`config.mk`:
```
export PLATFORM = sky130hd
export DESIGN_NAME = paddle_render_ctrl
export DESIGN_NICKNAME = d
export VERILOG_FILES = /design/src/rtl/paddle_pkg.sv /design/src/rtl/rect_fill_counter.sv /design/src/rtl/paddle_render_ctrl.sv
export SDC_FILE = /design/constraint.sdc
export NUM_CORES = 1
export LEC_CHECK = 0
export BUFFER_PORTS_ARGS = -buffer_cell sky130_fd_sc_hd__buf_2
export CAP_MARGIN = 10
export CORE_MARGIN = 3
export CORE_UTILIZATION = 49
export DETAILED_ROUTE_END_ITERATION = 6
export PLACE_DENSITY = 0.78
export SLEW_MARGIN = 25
export SYNTH_ARGS = -nofsm -noshare
export SYNTH_HDL_FRONTEND = slang
export SYNTH_SLANG_ARGS = --single-unit
```
`constraint.sdc`:
```
create_clock -name clk -period 3.3 [get_ports clk]
set_input_delay 0.165 -clock clk [delete_from_list [all_inputs] [get_ports clk]]
set_output_delay 0.165 -clock clk [all_outputs]
set_load 0.05 [all_outputs]
```
`src/rtl/paddle_pkg.sv`:
```
// Shared constants for the paddle render path: geometry, erase colour and
// the render-sequencer state encoding.
package paddle_pkg;

   localparam int          PADDLE_W     = 40;
   localparam int          PADDLE_H     = 8;
   localparam logic [23:0] BG_COLOUR    = 24'h000000;

   // Upstream guarantees these, so 8-bit coordinate sums never wrap in use.
   localparam int          PADDLE_X_MAX = 120;
   localparam int          PADDLE_Y     = 167;

   localparam logic [2:0]  S_IDLE  = 3'd0;
   localparam logic [2:0]  S_ERASE = 3'd1;
   localparam logic [2:0]  S_ARM   = 3'd2;
   localparam logic [2:0]  S_DRAW  = 3'd3;
   localparam logic [2:0]  S_FLUSH = 3'd4;
   localparam logic [2:0]  S_DONE  = 3'd5;

   function automatic logic [7:0] coord_add(input logic [7:0] base,
                                            input logic [7:0] off);
      return base + off;
   endfunction

endpackage

```
`src/rtl/rect_fill_counter.sv`:
```
// Row-major 2-D sweep over a W x H rectangle, x fastest. Held at the origin
// while start_i is high; wraps back to the origin after the last cell.
module rect_fill_counter #(
   parameter int W = 40,
   parameter int H = 8
) (
   input  logic                 clk,
   input  logic                 reset,
   input  logic                 start_i,
   input  logic                 en_i,
   output logic [$clog2(W)-1:0] x_o,
   output logic [$clog2(H)-1:0] y_o,
   output logic                 last_o
);

   localparam int XW = $clog2(W);
   localparam int YW = $clog2(H);

   logic [XW-1:0] x_q, x_d;
   logic [YW-1:0] y_q, y_d;
   logic          x_end, y_end;

   assign x_end  = (x_q == XW'(W - 1));
   assign y_end  = (y_q == YW'(H - 1));
   assign last_o = x_end && y_end;
   assign x_o    = x_q;
   assign y_o    = y_q;

   always_comb begin
      x_d = x_q;
      y_d = y_q;
      if (start_i) begin
         x_d = '0;
         y_d = '0;
      end else if (en_i) begin
         if (x_end) begin
            x_d = '0;
            y_d = y_end ? '0 : y_q + 1'b1;
         end else begin
            x_d = x_q + 1'b1;
         end
      end
   end

   always_ff @(posedge clk) begin
      if (reset) begin
         x_q <= '0;
         y_q <= '0;
      end else begin
         x_q <= x_d;
         y_q <= y_d;
      end
   end

endmodule

```
`src/rtl/paddle_render_ctrl.sv`:
```
// Frame-rate paddle refresh: erase the old rectangle if the paddle moved,
// then re-arm paddleDraw and forward its pixels to the VGA plot port.
module paddle_render_ctrl
   import paddle_pkg::*;
#(
   parameter int          P_W   = PADDLE_W,
   parameter int          P_H   = PADDLE_H,
   parameter logic [23:0] P_BG  = BG_COLOUR
) (
   input  logic        clk,
   input  logic        reset,
   input  logic        frameTick,
   input  logic [7:0]  paddle_x,
   input  logic [7:0]  paddle_y,
   input  logic [7:0]  pix_x,
   input  logic [7:0]  pix_y,
   input  logic [23:0] pix_colour,
   input  logic        paddleDrawEnd,
   output logic        paddleDrawEnable,
   output logic        drawReset,
   output logic [7:0]  vga_x,
   output logic [7:0]  vga_y,
   output logic [23:0] vga_colour,
   output logic        vga_plot,
   output logic        busy,
   output logic        renderDone
);

   localparam int XW = $clog2(P_W);
   localparam int YW = $clog2(P_H);

   logic [2:0]    state_q, state_d;
   logic [7:0]    new_x_q, new_x_d, new_y_q, new_y_d;
   logic [7:0]    old_x_q, old_x_d, old_y_q, old_y_d;
   logic          have_old_q, have_old_d;

   logic          dv_q;
   logic [7:0]    dx_q, dy_q;

   logic [XW-1:0] ex;
   logic [YW-1:0] ey;
   logic          erase_last;
   logic          in_erase, in_pass;

   assign in_erase = (state_q == S_ERASE);
   assign in_pass  = (state_q == S_DRAW) || (state_q == S_FLUSH);

   rect_fill_counter #(.W(P_W), .H(P_H)) u_erase_cnt (
      .clk     (clk),
      .reset   (reset),
      .start_i (!in_erase),
      .en_i    (in_erase),
      .x_o     (ex),
      .y_o     (ey),
      .last_o  (erase_last)
   );

   always_comb begin
      state_d    = state_q;
      new_x_d    = new_x_q;
      new_y_d    = new_y_q;
      old_x_d    = old_x_q;
      old_y_d    = old_y_q;
      have_old_d = have_old_q;
      case (state_q)
         S_IDLE: begin
            if (frameTick) begin
               new_x_d = paddle_x;
               new_y_d = paddle_y;
               if (!have_old_q)
                  state_d = S_ARM;
               else if ((paddle_x != old_x_q) || (paddle_y != old_y_q))
                  state_d = S_ERASE;
            end
         end
         S_ERASE: if (erase_last) state_d = S_ARM;
         S_ARM:   state_d = S_DRAW;
         S_DRAW:  if (paddleDrawEnd) state_d = S_FLUSH;
         S_FLUSH: state_d = S_DONE;
         S_DONE: begin
            old_x_d    = new_x_q;
            old_y_d    = new_y_q;
            have_old_d = 1'b1;
            state_d    = S_IDLE;
         end
         default: state_d = S_IDLE;
      endcase
   end

   always_ff @(posedge clk) begin
      if (reset) begin
         state_q    <= S_IDLE;
         new_x_q    <= '0;
         new_y_q    <= '0;
         old_x_q    <= '0;
         old_y_q    <= '0;
         have_old_q <= 1'b0;
      end else begin
         state_q    <= state_d;
         new_x_q    <= new_x_d;
         new_y_q    <= new_y_d;
         old_x_q    <= old_x_d;
         old_y_q    <= old_y_d;
         have_old_q <= have_old_d;
      end
   end

   // The ROM colour arrives one cycle after its address, so coordinates and
   // the enable are delayed one cycle to line up with it.
   always_ff @(posedge clk) begin
      if (reset) begin
         dv_q <= 1'b0;
         dx_q <= '0;
         dy_q <= '0;
      end else begin
         dv_q <= paddleDrawEnable;
         dx_q <= pix_x;
         dy_q <= pix_y;
      end
   end

   assign paddleDrawEnable = !reset && (state_q == S_DRAW) && !paddleDrawEnd;
   assign drawReset        = reset || (state_q == S_ARM);

   always_comb begin
      vga_x      = '0;
      vga_y      = '0;
      vga_colour = P_BG;
      vga_plot   = 1'b0;
      if (in_erase) begin
         vga_x    = coord_add(old_x_q, 8'(ex));
         vga_y    = coord_add(old_y_q, 8'(ey));
         vga_plot = !reset;
      end else if (in_pass) begin
         vga_x      = dx_q;
         vga_y      = dy_q;
         vga_colour = pix_colour;
         vga_plot   = !reset && dv_q;
      end
   end

   assign busy       = (state_q != S_IDLE);
   assign renderDone = (state_q == S_DONE);

endmodule
```
==> results of run 1 <==
## worst paths after layout
check,startpoint,to,cells past startpoint
setup / recovery,u_erase_cnt.x_o[0],vga_x[6],9
hold / removal,paddleDrawEnd,dv_q,2
setup reg to reg,state_q[0],old_x_q[2],6
hold reg to reg,new_x_q[7],old_x_q[7],2
## power breakdown
group,leakage [uW],total (uW),switching [uW],internal [uW]
clock,0.000115,789,287,502
sequential,0.000506,832,39.2,793
combinational,0.00109,488,344,144
## through the flow
stage	worst slack [ns]	utilization [%]
6_report	0.7205	64.72
5_1_grt	0.5808	64.72
4_1_cts	0.6952	64.72
3_5_place_dp	1.069	60.92
3_3_place_gp	1.116	60.92
2_1_floorplan	1.055	-
## area by class of cell
cell class                 count  area (um^2)  area share (%)
tap                           75        93.84           2.392
timing repair buffer         106        535.5           13.65
multi-input combinational    301         1777           45.29
sequential                    62         1241           31.64
inverter                      12        45.04           1.148
clock inverter                 4        95.09           2.424
clock buffer                  12        135.1           3.445
## cells in the mapped netlist, drive strengths merged
cell     instances  area [um^2]
o2111ai          2        17.52
a41o             1        10.01
a22o             2        17.52
nand4            4        25.02
o21ai           16        87.58
nand2b           1        6.260
a21o             2        15.01
mux2i            1        10.01
ha              12        150.1
inv             12        45.05
nor4             4        25.02
a32o             1        10.01
nand3            3        15.01
and3             1        6.260
clkbuf          10        37.54
o31ai            3        22.52
nor2b           20        132.6
buf              9        52.55
fa               2        40.04
nand3b           2        15.01
or3              2        12.51
a21oi           40        200.2
nor2            18        67.56
xor2            13        113.9
and2            27        168.9
o2bb2ai          1        8.760
or2              1        6.260
nor3b            2        15.01
nor3             7        45.04
nand2           90        340.3
dfxtp           62         1241
xnor2           18        157.7
o211ai           2        15.01
or4              1        7.510
a31oi            2        12.51
## flip-flops by register name, indices dropped and copies added (netlist names), 3 cells and up
name	flops
new_x_q	8
u_erase_cnt.y_o	3
state_q	3
dy_q	8
old_x_q	8
old_y_q	8
new_y_q	8
u_erase_cnt.x_o	6
dx_q	8
## critical path, stage by stage, from the launching register on
cell and delay (ns):
dfxtp_1 0.35, ha_1 0.21, inv_1 0.07, fa_1 0.25
nor2b_4 0.05, o21ai_2 0.13, a21oi_1 0.10, or4_1 0.46
a32o_1 0.25, buf_2 0.21
## layer usage
| metal | vias up | routed length, um | global-route usage (%) |
|---|---|---|---|
| li1 | 1505 | - | - |
| met1 | 1290 | 3249 | 27.43 |
| met2 | 124 | 3646 | 35.18 |
| met3 | 10 | 690 | 5.703 |
| met4 | 0 | 120 | 8.357 |
| met5 | - | 0 | 0 |
## logic make-up (layout without fill, tap and decap cells)
group	Yosys count	after routing
AO/OA/AOI/OAI	72	72
XOR/XNOR	31	31
adder cells (fa/ha/maj)	14	14
buffers and inverters	31	134
flip-flops	62	62
multiplexers	1	1
AND/OR/NAND/NOR	183	183
==> summary.md, run 1 <==
| Metric | Value |
|---|---|
| Outcome | finished clean |
| Total power | between 2000 and 2500 uW |
| First-pass GRT wire length | ~13000 um |
| Synth warn | 0 |
| Maximum VDD drop | between 0.2 and 0.3 mV |
| Synth Area per Inst | ~8 um^2 |
| PD cells | 537.5 mW/mm^2 |
| Max frequency | a little under 0.4 GHz |
| Largest family of logic cells by synthesized area | simple AND/OR/NAND/NOR gates |
| I/O Pins | approximately 110 |
| Design Area, Final | about 0.0039 mm^2 |
| Post-Route Setup TNS | 0 ns |
| Cells after DPL | between 500 and 600 |
| Slew Viols, Final | 0 |
| Clock Path Buffers | 2 |
| Critical Path RT | about 3.1 ns |
| Setup bufs post-CTS | 0 |
| Die X | approximately 86 um |
| Hold_ws | ~0.022 ns |
| Vias post-DR | 2929 |
| Adder-cell share of the synthesized area | ~6.0% |
| Grt total ovfl | 0 |
| Die height | 86.22 um |
| Drt total wl | roughly 7700 um |
| Yosys cell types | 42 |
| CP endpoint kind | output port |
| Tmin final | between 2 and 3 ns |
| Drt pass-1 iters | 5 |
| Largest net degree at the start of global routing | 43 |
| Post-route insts no fill | approximately 570 |
| DR vias/cell | between 5 and 6 |
| Core Rows | 28 |
| Full die area | ~0.0074 mm^2 |
| Overall routing resource usage | 21.61% |
| Most common cell after layout, fill and taps aside | buf_2 |
| # setup viols final | 0 |
| Worst-Skew Late Latency | about 0.34 ns |
| CP Launch Type | flip-flop |
| Initial DRC Count | around 150 |
| RSZ-0062 raised after global routing | no |
| Initial antenna violation count | 0 |
| Crit path kind | flip-flop to output port |
| Sequential area share after synthesis | roughly two fifths |
| Worst slew margin | about 58% |
| Fin nets | roughly 570 |
| Number of diodes | 0 |
| Routed WL per cell | about 13 um |
| Routed Antenna Nets | 0 |
| Fin crit share | between 70% and 80% |
| Post-synthesis mux area share | less than 1% |
| Root Buffer | clkbuf_8 |
| Register bit total from synthesis | 62 |
| Mapped Cells | a little under 400 |
| Compound-Gate Fraction of Synth Area | 13.21% |
| Synth Area in Simple Gates | between 20% and 30% |
| TritonCTS Sinks | 62 |
| Highest net fanout along the worst path | 4 |
| CTS Buf Count | 9 |
| Core area | approximately 0.0061 mm^2 |
| Worst-Margin Slew | ~0.63 ns |
| Clk pin slew, worst setup/hold paths | ~0.07 ns |
| Dpl hpwl | approximately 5700 um |
| Hold Violations, Final | 0 |
| Synth Area in XOR/XNOR | under 10% |
| # resized after CTS | 0 |
| R2R Setup Slk | 1.50 ns |
| CTS tree | built |
| Routability Congestion | ~0.84 |
| H-tree depth | 3 |
| Filler cells | approximately 550 |
| Worst Hold Class | primary input to flip-flop |
| CTS hold repair buffers | 0 |
| Number of port buffers | about 100 |
| Vias in the first global route | 2643 |
| Synthesized net count | roughly 470 |
| Area delta synth->final | 24.40% |
| Worst path arrival time | about 2.4 ns |
| Cell Area, Synth | 0.003153 mm^2 |
| Area after DPL | 0.003692 mm^2 |
| Max Clock Skew | around 0.0073 ns |
| Most frequent cells in the layout | buf_2 (104), nand2_1 (89), dfxtp_1 (62), a21oi_1 (40), and2_1 (27) |
| Share of layout cells above drive strength 1 | 25.55% |
| Initial core utilization | a little over half |
| Max-capacitance violation count | 0 |
| Lkg Pwr | between 0.0015 and 0.002 uW |
| Drc violations | 0 |
Note: power is estimated with default switching activity, not from simulation.
==> run 2, diff against run 1 <==
==> constraint.sdc (replaced) <==
create_clock -name clk -period 2.44 [get_ports clk]
set_input_delay 0.122 -clock clk [delete_from_list [all_inputs] [get_ports clk]]
set_output_delay 0.122 -clock clk [all_outputs]
set_load 0.05 [all_outputs]
==> run 2 against run 1 <==
  * The flow now finishes with violations (negative hold slack)
  * Critical path depth stayed put
  * Total power is 25% higher
  * Flip-flop and latch count unchanged
  * Cell count grew 3.5%
==> summary.md, run 2 (synthesis gave the netlist of run 1 again) <==
| Metric | Value |
|---|---|
| Outcome | finished with violations (was finished clean) |
| Failing checks | negative hold slack |
| First-pass GRT wire length | 13400 um (was 12540 um) |
| Worst slew margin | 59.63% (was 57.78%) |
| Design Area, Final | 0.004119 mm^2 (was 0.003923 mm^2) |
| Post-route insts no fill | 592 (was 572) |
| Area after DPL | 0.003707 mm^2 (was 0.003692 mm^2) |
| Max frequency | 0.4113 GHz |
| Worst Hold Class | primary input to flip-flop (unchanged) |
| Crit path launch | old_x_q[0] (was u_erase_cnt.x_o[0]) |
| Vias post-DR | 3014 (was 2929) |
| Pint | 1730 uW (was 1439 uW) |
| Drt pass-1 iters | 4 (was 5) |
| Worst-Skew Late Latency | 0.34 ns (about the same) |
| Worst r2r src | u_erase_cnt.x_o[0] (was state_q[0]) |
| Crit path kind | flip-flop to output port (unchanged) |
| Fin crit share | between 90 and 100% |
| Core Rows | 28 (unchanged) |
| Filler cells | 512 (was 548) |
| Grt total ovfl | 0 (unchanged) |
| Full die area | 0.007433 mm^2 (unchanged) |
| Clock Path Buffers | 2 (unchanged) |
| CP cell instances | ha_4, inv_2, fa_2, nor2b_4, o21ai_2, a21oi_2, or4_1, a32o_1, buf_6 (was ha_1, inv_1, fa_1, nor2b_4, o21ai_2, a21oi_1, or4_1, a32o_1, buf_2) |
| Dpl hpwl | 5783 um (was 5744 um) |
| Combinational power share | 26.1% (was 23.1%) |
| Sw power | 897.3 uW (was 669.7 uW) |
| Slew Viols, Final | 0 (unchanged) |
| Fin nets | 588 (was 566) |
| CP endpoint kind | output port (unchanged) |
| Multi-input gate area | 0.001812 mm^2 (was 0.001777 mm^2) |
| Die height | 86.22 um (unchanged) |
| # setup viols final | 0 (unchanged) |
| Routed WL per cell | 14.01 um (was 13.47 um) |
| Total power | 2628 uW (was 2108 uW) |
| Maximum VDD drop | 0.4816 mV (was 0.2571 mV) |
| CTS tree | built (unchanged) |
| Initial antenna violation count | 0 (unchanged) |
| TritonCTS Sinks | 62 (unchanged) |
| PD cells | 637.9 mW/mm^2 (was 537.5 mW/mm^2) |
| CP Launch Type | flip-flop (unchanged) |
| Number of diodes | 0 (unchanged) |
| Worst path slowest cell | or4_1 (unchanged) |
| Hold Startpoint | pix_x[6] (was paddleDrawEnd) |
| Die X | 86.22 um (unchanged) |
| Area delta synth->final | 30.63% (was 24.40%) |
| CTS Buf Count | 9 (unchanged) |
| Vias in the first global route | 2849 (was 2643) |
| Hold Violations, Final | 1 (was 0) |
| Number of port buffers | 104 (unchanged) |
| Core area | 0.006061 mm^2 (unchanged) |
| Critical Path Max Stage Delay | 0.47 ns (was 0.46 ns) |
| RSZ-0062 raised after global routing | yes (was no) |
| Lkg Pwr | 0.001786 uW (was 0.001713 uW) |
| Initial DRC Count | 156 (was 149) |
| Root Buffer | clkbuf_8 (unchanged) |
| Final core utilization | 67.96% (was 64.72%) |
| Largest net degree at the start of global routing | 46 (was 43) |
| Most common cell after layout, fill and taps aside | buf_2 (unchanged) |
| Routed Antenna Nets | 0 (unchanged) |
| Overall routing resource usage | 23.11% (was 21.61%) |
| Worst path arrival time | 2.31 ns (was 2.41 ns) |
| Most frequent cells in the layout | buf_2 (102), nand2_1 (89), dfxtp_1 (57), a21oi_1 (38), and2_1 (27) (was buf_2 (104), nand2_1 (89), dfxtp_1 (62), a21oi_1 (40), and2_1 (27)) |
| Share of layout cells above drive strength 1 | 28.05% (was 25.55%) |
| Critical Path RT | 2.32 ns (was 3.13 ns) |
| Sequential power share | 43.0% (was 39.5%) |
| Max Clock Skew | 0.008376 ns (was 0.007269 ns) |
| Worst-Margin Slew | 0.6055 ns (was 0.6332 ns) |
| Highest net fanout along the worst path | 2 (was 4) |
| H-tree depth | 3 (unchanged) |
| Clk pwr share | 30.9% (was 37.4%) |
| Tmin final | 2.431 ns |
| Routability Congestion | 0.8143 (was 0.8415) |
| Cells after DPL | 558 (was 556) |
| Clk pin slew, worst setup/hold paths | 0.07 ns (about the same) |
| Switching Share | 34.15% (was 31.76%) |
| I/O Pins | 105 (unchanged) |
| Sequential standard cell area | 0.001247 mm^2 (was 0.001241 mm^2) |
| Initial core utilization | 52.02% (unchanged) |
| Max-capacitance violation count | 0 (unchanged) |
| Drc violations | 0 (unchanged) |
| Drt total wl | 8292 um (was 7706 um) |
| Hold_ws | -0.001606 ns (was 0.02204 ns) |
| DR vias/cell | 5.091 (was 5.121) |
==> run 2: cell count changes in the layout (fill, tap and decap cells not counted), moves of 3 or more <==
cell	previous run	this run
buf_4	2	10
bufinv_16	3	0
dlygate4sd3_1	0	15
dfxtp_2	0	5
dfxtp_1	62	57
clkbuf_8	9	12
==> run 2: final timing paths <==
check,to,slack [ns],depth (start not counted)
worst max-delay path,vga_x[6],0.009,9
worst min-delay path,dx_q[6],-0.002,2
worst max register to register,state_q[0],0.72,7
worst min register to register,old_x_q[0],0.44,2
==> run 2: metrics by stage <==
step / setup slack [ns] / hold slack [ns] / setup TNS (ns)
after floorplan: 0.2385 / 0.1991 / 0
after global placement: 0.2963 / 0.3216 / 0
after detailed placement: 0.2613 / 0.3239 / 0
after CTS: 0.008522 / 0.0007221 / 0
after global routing: -0.04118 / 0.03810 / -0.04118
final: 0.008924 / -0.001606 / 0
==> run 2: power by group through the flow <==
stage	sequential, uW	combinational [uW]	clock, uW
after floorplan	1120	531	0
after global placement	1150	652	0
after detailed placement	1150	660	0
after CTS	1130	688	830
after global routing	1140	743	873
final	1130	686	811
==> run 2: area by class of cell <==
type,count,share of cell area [%]
Clock buffer,13,4.101
Clock inverter,1,0.1215
Inverter,12,1.094
Multi-Input combinational cell,301,43.99
Sequential cell,62,30.29
Tap cell,75,2.278
Timing Repair Buffer,128,18.13
==> run 2: timing repair <==
action / CTS / global route
setup buffers: 4 / 1
pin swaps: 4 / 2
endpoints found under the hold margin: 15 / 0
setup endpoints to repair: 1 / 6
resized for setup: 10 / 6
hold buffers: 15 / 0
==> run 2: critical path: cells and delay by family, from the launching register on <==
family                   cells  cell delay (ns)
adder cells (fa/ha/maj)      2             0.38
AO/OA/AOI/OAI                3             0.52
buffers and inverters        2             0.20
AND/OR/NAND/NOR              2             0.51
flip-flops                   1             0.34
==> run 2: per-layer routing <==
layer,global-route usage [%],routed length [um]
met1,28.66,3507
met4,7.507,124
met2,39.38,4030
met5,0,0
met3,5.798,631
==> run 3, diff against run 2 <==
--- a/config.mk
+++ b/config.mk
@@ -5,12 +5,13 @@
 export SDC_FILE = /design/constraint.sdc
 export NUM_CORES = 1
 export LEC_CHECK = 0
+export ABC_AREA = 0
 export BUFFER_PORTS_ARGS = -buffer_cell sky130_fd_sc_hd__buf_2
 export CAP_MARGIN = 10
 export CORE_MARGIN = 3
-export CORE_UTILIZATION = 49
+export CORE_UTILIZATION = 30
 export DETAILED_ROUTE_END_ITERATION = 6
-export PLACE_DENSITY = 0.78
+export PLACE_DENSITY_LB_ADDON = 0.1
 export SLEW_MARGIN = 25
 export SYNTH_ARGS = -nofsm -noshare
 export SYNTH_HDL_FRONTEND = slang
==> run 3 against run 2 <==
  * The run now ends clean
  * First-iteration DRC count down 28%
  * Clock-buffer cell count down 3
  * Utilization is 26 points lower
  * Critical endpoint unchanged
  * Largest cell class unchanged
  * Largest power group unchanged
==> summary.md, run 3 (synthesis gave the netlist of run 1 again) <==
| Metric | Value |
|---|---|
| CTS Buf Count | 9 (unchanged) |
| Top Layer Used | met4 (unchanged) |
| Number of diodes | 0 (unchanged) |
| Routed Antenna Nets | 0 (unchanged) |
| First-pass GRT wire length | 13410 um (was 13400 um) |
| Share of layout cells above drive strength 1 | 27.99% (was 28.05%) |
| Slew Viols, Final | 0 (unchanged) |
| Met3 wire length | 570 um (was 631 um) |
| Lkg Pwr | 0.001802 uW (was 0.001786 uW) |
| Worst r2r dst | new_x_q[5] (was state_q[0]) |
| Drc violations | 0 (unchanged) |
| Sequential power share | 41.6% (was 43.0%) |
| Most frequent cells in the layout | buf_2 (101), nand2_1 (89), dfxtp_1 (58), a21oi_1 (39), and2_1 (27) (was buf_2 (102), nand2_1 (89), dfxtp_1 (57), a21oi_1 (38), and2_1 (27)) |
| Die height | 108.5 um (was 86.22 um) |
| Hold Path Sink | dx_q[6] (unchanged) |
| Reg2reg path depth | 5 (was 7) |
| Sw power | 923.2 uW (was 897.3 uW) |
| PD cells | 642.1 mW/mm^2 (was 637.9 mW/mm^2) |
| Largest net degree at the start of global routing | 42 (was 46) |
| Highest net fanout along the worst path | 2 (unchanged) |
| Switching Share | 34.17% (was 34.15%) |
| Area delta synth->final | 33.45% (was 30.63%) |
| Hold Startpoint | pix_x[6] (unchanged) |
| Root Buffer | clkbuf_8 (unchanged) |
| RSZ-0062 raised after global routing | yes (unchanged) |
| Core area | 0.01000 mm^2 (was 0.006061 mm^2) |
| Die X | 108.5 um (was 86.22 um) |
| Worst Hold Class | primary input to flip-flop (unchanged) |
| CP endpoint kind | output port (unchanged) |
| Hold path cells | 2 (unchanged) |
| I/O Pins | 105 (unchanged) |
| Combinational power share | 25.8% (was 26.1%) |
| Worst r2r src | state_q[2] (was u_erase_cnt.x_o[0]) |
| Post-route setup slack | 0.08858 ns (was 0.008924 ns) |
| Total power | 2702 uW (was 2628 uW) |
| Most common cell after layout, fill and taps aside | buf_2 (unchanged) |
| Max-capacitance violation count | 0 (unchanged) |
| Hold Violations, Final | 0 (was 1) |
| Cells after DPL | 617 (was 558) |
| Clock Path Buffers | 2 (unchanged) |
| Number of port buffers | 104 (unchanged) |
| Dpl hpwl | 6141 um (was 5783 um) |
| Post-route insts no fill | 651 (was 592) |
| Maximum VDD drop | 0.3755 mV (was 0.4816 mV) |
| Worst path arrival time | 2.23 ns (was 2.31 ns) |
| Pint | 1779 uW (was 1730 uW) |
| Core Rows | 36 (was 28) |
| Final core utilization | 42.08% (was 67.96%) |
| Critical Path RT | 2.32 ns (about the same) |
| Vias post-DR | 2919 (was 3014) |
| TritonCTS Sinks | 62 (unchanged) |
| Clk pin slew, worst setup/hold paths | 0.07 ns (about the same) |
| Initial core utilization | 31.53% (was 52.02%) |
| Initial DRC Count | 112 (was 156) |
| Worst slew margin | 51.71% (was 59.63%) |
| Crit path kind | flip-flop to output port (unchanged) |
| R2R Setup Slk | 0.75 ns (was 0.72 ns) |
| Max frequency | 0.4253 GHz (was 0.4113 GHz) |
| Filler cells | 1052 (was 512) |
| # setup viols final | 0 (unchanged) |
| Worst-Margin Slew | 0.7243 ns (was 0.6055 ns) |
| Fin nets | 588 (unchanged) |
| Met2 WL post-DR | 3412 um (was 4030 um) |
| Full die area | 0.01178 mm^2 (was 0.007433 mm^2) |
| Tmin final | 2.351 ns (was 2.431 ns) |
| DR vias/cell | 4.484 (was 5.091) |
| Drt pass-1 iters | 4 (unchanged) |
| Post-Place Setup Slack | 0.2254 ns (was 0.2613 ns) |
| Clk pwr share | 32.6% (was 30.9%) |
| Grt total ovfl | 0 (unchanged) |
| Drt total wl | 8415 um (was 8292 um) |
| Fin crit share | 96.37% (was 99.63%) |
| CP Launch Type | flip-flop (unchanged) |
| WL met1 | 4272 um (was 3507 um) |
| Max Clock Skew | 0.009168 ns (was 0.008376 ns) |
| Routed WL per cell | 12.93 um (was 14.01 um) |
| CTS tree | built (unchanged) |
| Hold_ws | 0.01635 ns (was -0.001606 ns) |
| Routability Congestion | 0.7332 (was 0.8143) |
| H-tree depth | 3 (unchanged) |
| Initial antenna violation count | 0 (unchanged) |
| Worst-Skew Late Latency | 0.34 ns (about the same) |
| Overall routing resource usage | 14.68% (was 23.11%) |
| Outcome | finished clean (was finished with violations) |
| Vias in the first global route | 2704 (was 2849) |
-- run 3: final cells by class --
cell class | count | area (um^2) | share of cell area (%)
sequential | 62 | 1246 | 29.62
clock inverter | 5 | 50.05 | 1.189
multi-input combinational | 301 | 1807 | 42.94
inverter | 12 | 45.04 | 1.070
tap | 133 | 166.4 | 3.955
timing repair buffer | 128 | 755.7 | 17.96
clock buffer | 10 | 137.6 | 3.271
-- run 3: what timing repair did --
item	CTS	global route
gates resized for setup	10	8
hold buffers	16	0
endpoints found under the hold margin	16	0
endpoints found under the setup margin	1	23
pin swaps	5	1
setup buffers	3	0
-- run 3: layer usage --
metal  up-vias  track usage, %
li1       1544               -
met1      1263           20.40
met2        99           21.80
met3        13           3.224
met4         0           6.312
met5         -               0
-- run 3: power by group through the flow --
| stage | sequential (uW) | clock (uW) | combinational (uW) |
|---|---|---|---|
| final | 1120 | 880 | 698 |
| after global routing | 1140 | 962 | 761 |
| after CTS | 1120 | 913 | 709 |
| after detailed placement | 1150 | 0 | 680 |
| after global placement | 1150 | 0 | 675 |
| after floorplan | 1120 | 0 | 531 |
-- run 3: stage by stage --
| step | TNS, ns | cell area (um^2) |
|---|---|---|
| final | 0 | 4208 |
| after global placement | 0 | 3787 |
| after floorplan | 0 | 3153 |
| after global routing | -0.006215 | 4208 |
| after detailed placement | 0 | 3787 |
| after CTS | 0 | 4180 |
-- run 3: worst max-delay path, cell delays in order (launching register included) --
cell	delay [ns]
dfxtp_2	0.33
ha_2	0.18
inv_2	0.05
fa_2	0.22
nor2b_4	0.05
o21ai_4	0.15
a21oi_2	0.07
or4_1	0.40
a32o_2	0.29
buf_8	0.15
-- run 3: how the worst max path moves through the flow --
stage / startpoint / end / slack, ns / depth (start not counted)
after global routing: old_x_q[0] / vga_x[6] / -0.006 / 9
after CTS: old_x_q[0] / vga_x[6] / 0.03 / 9
after global placement: old_x_q[0] / vga_x[6] / 0.27 / 9
after detailed placement: old_x_q[0] / vga_x[6] / 0.23 / 9
final: old_x_q[0] / vga_x[6] / 0.09 / 9
after floorplan: u_erase_cnt.y_o[0] / vga_y[6] / 0.24 / 7
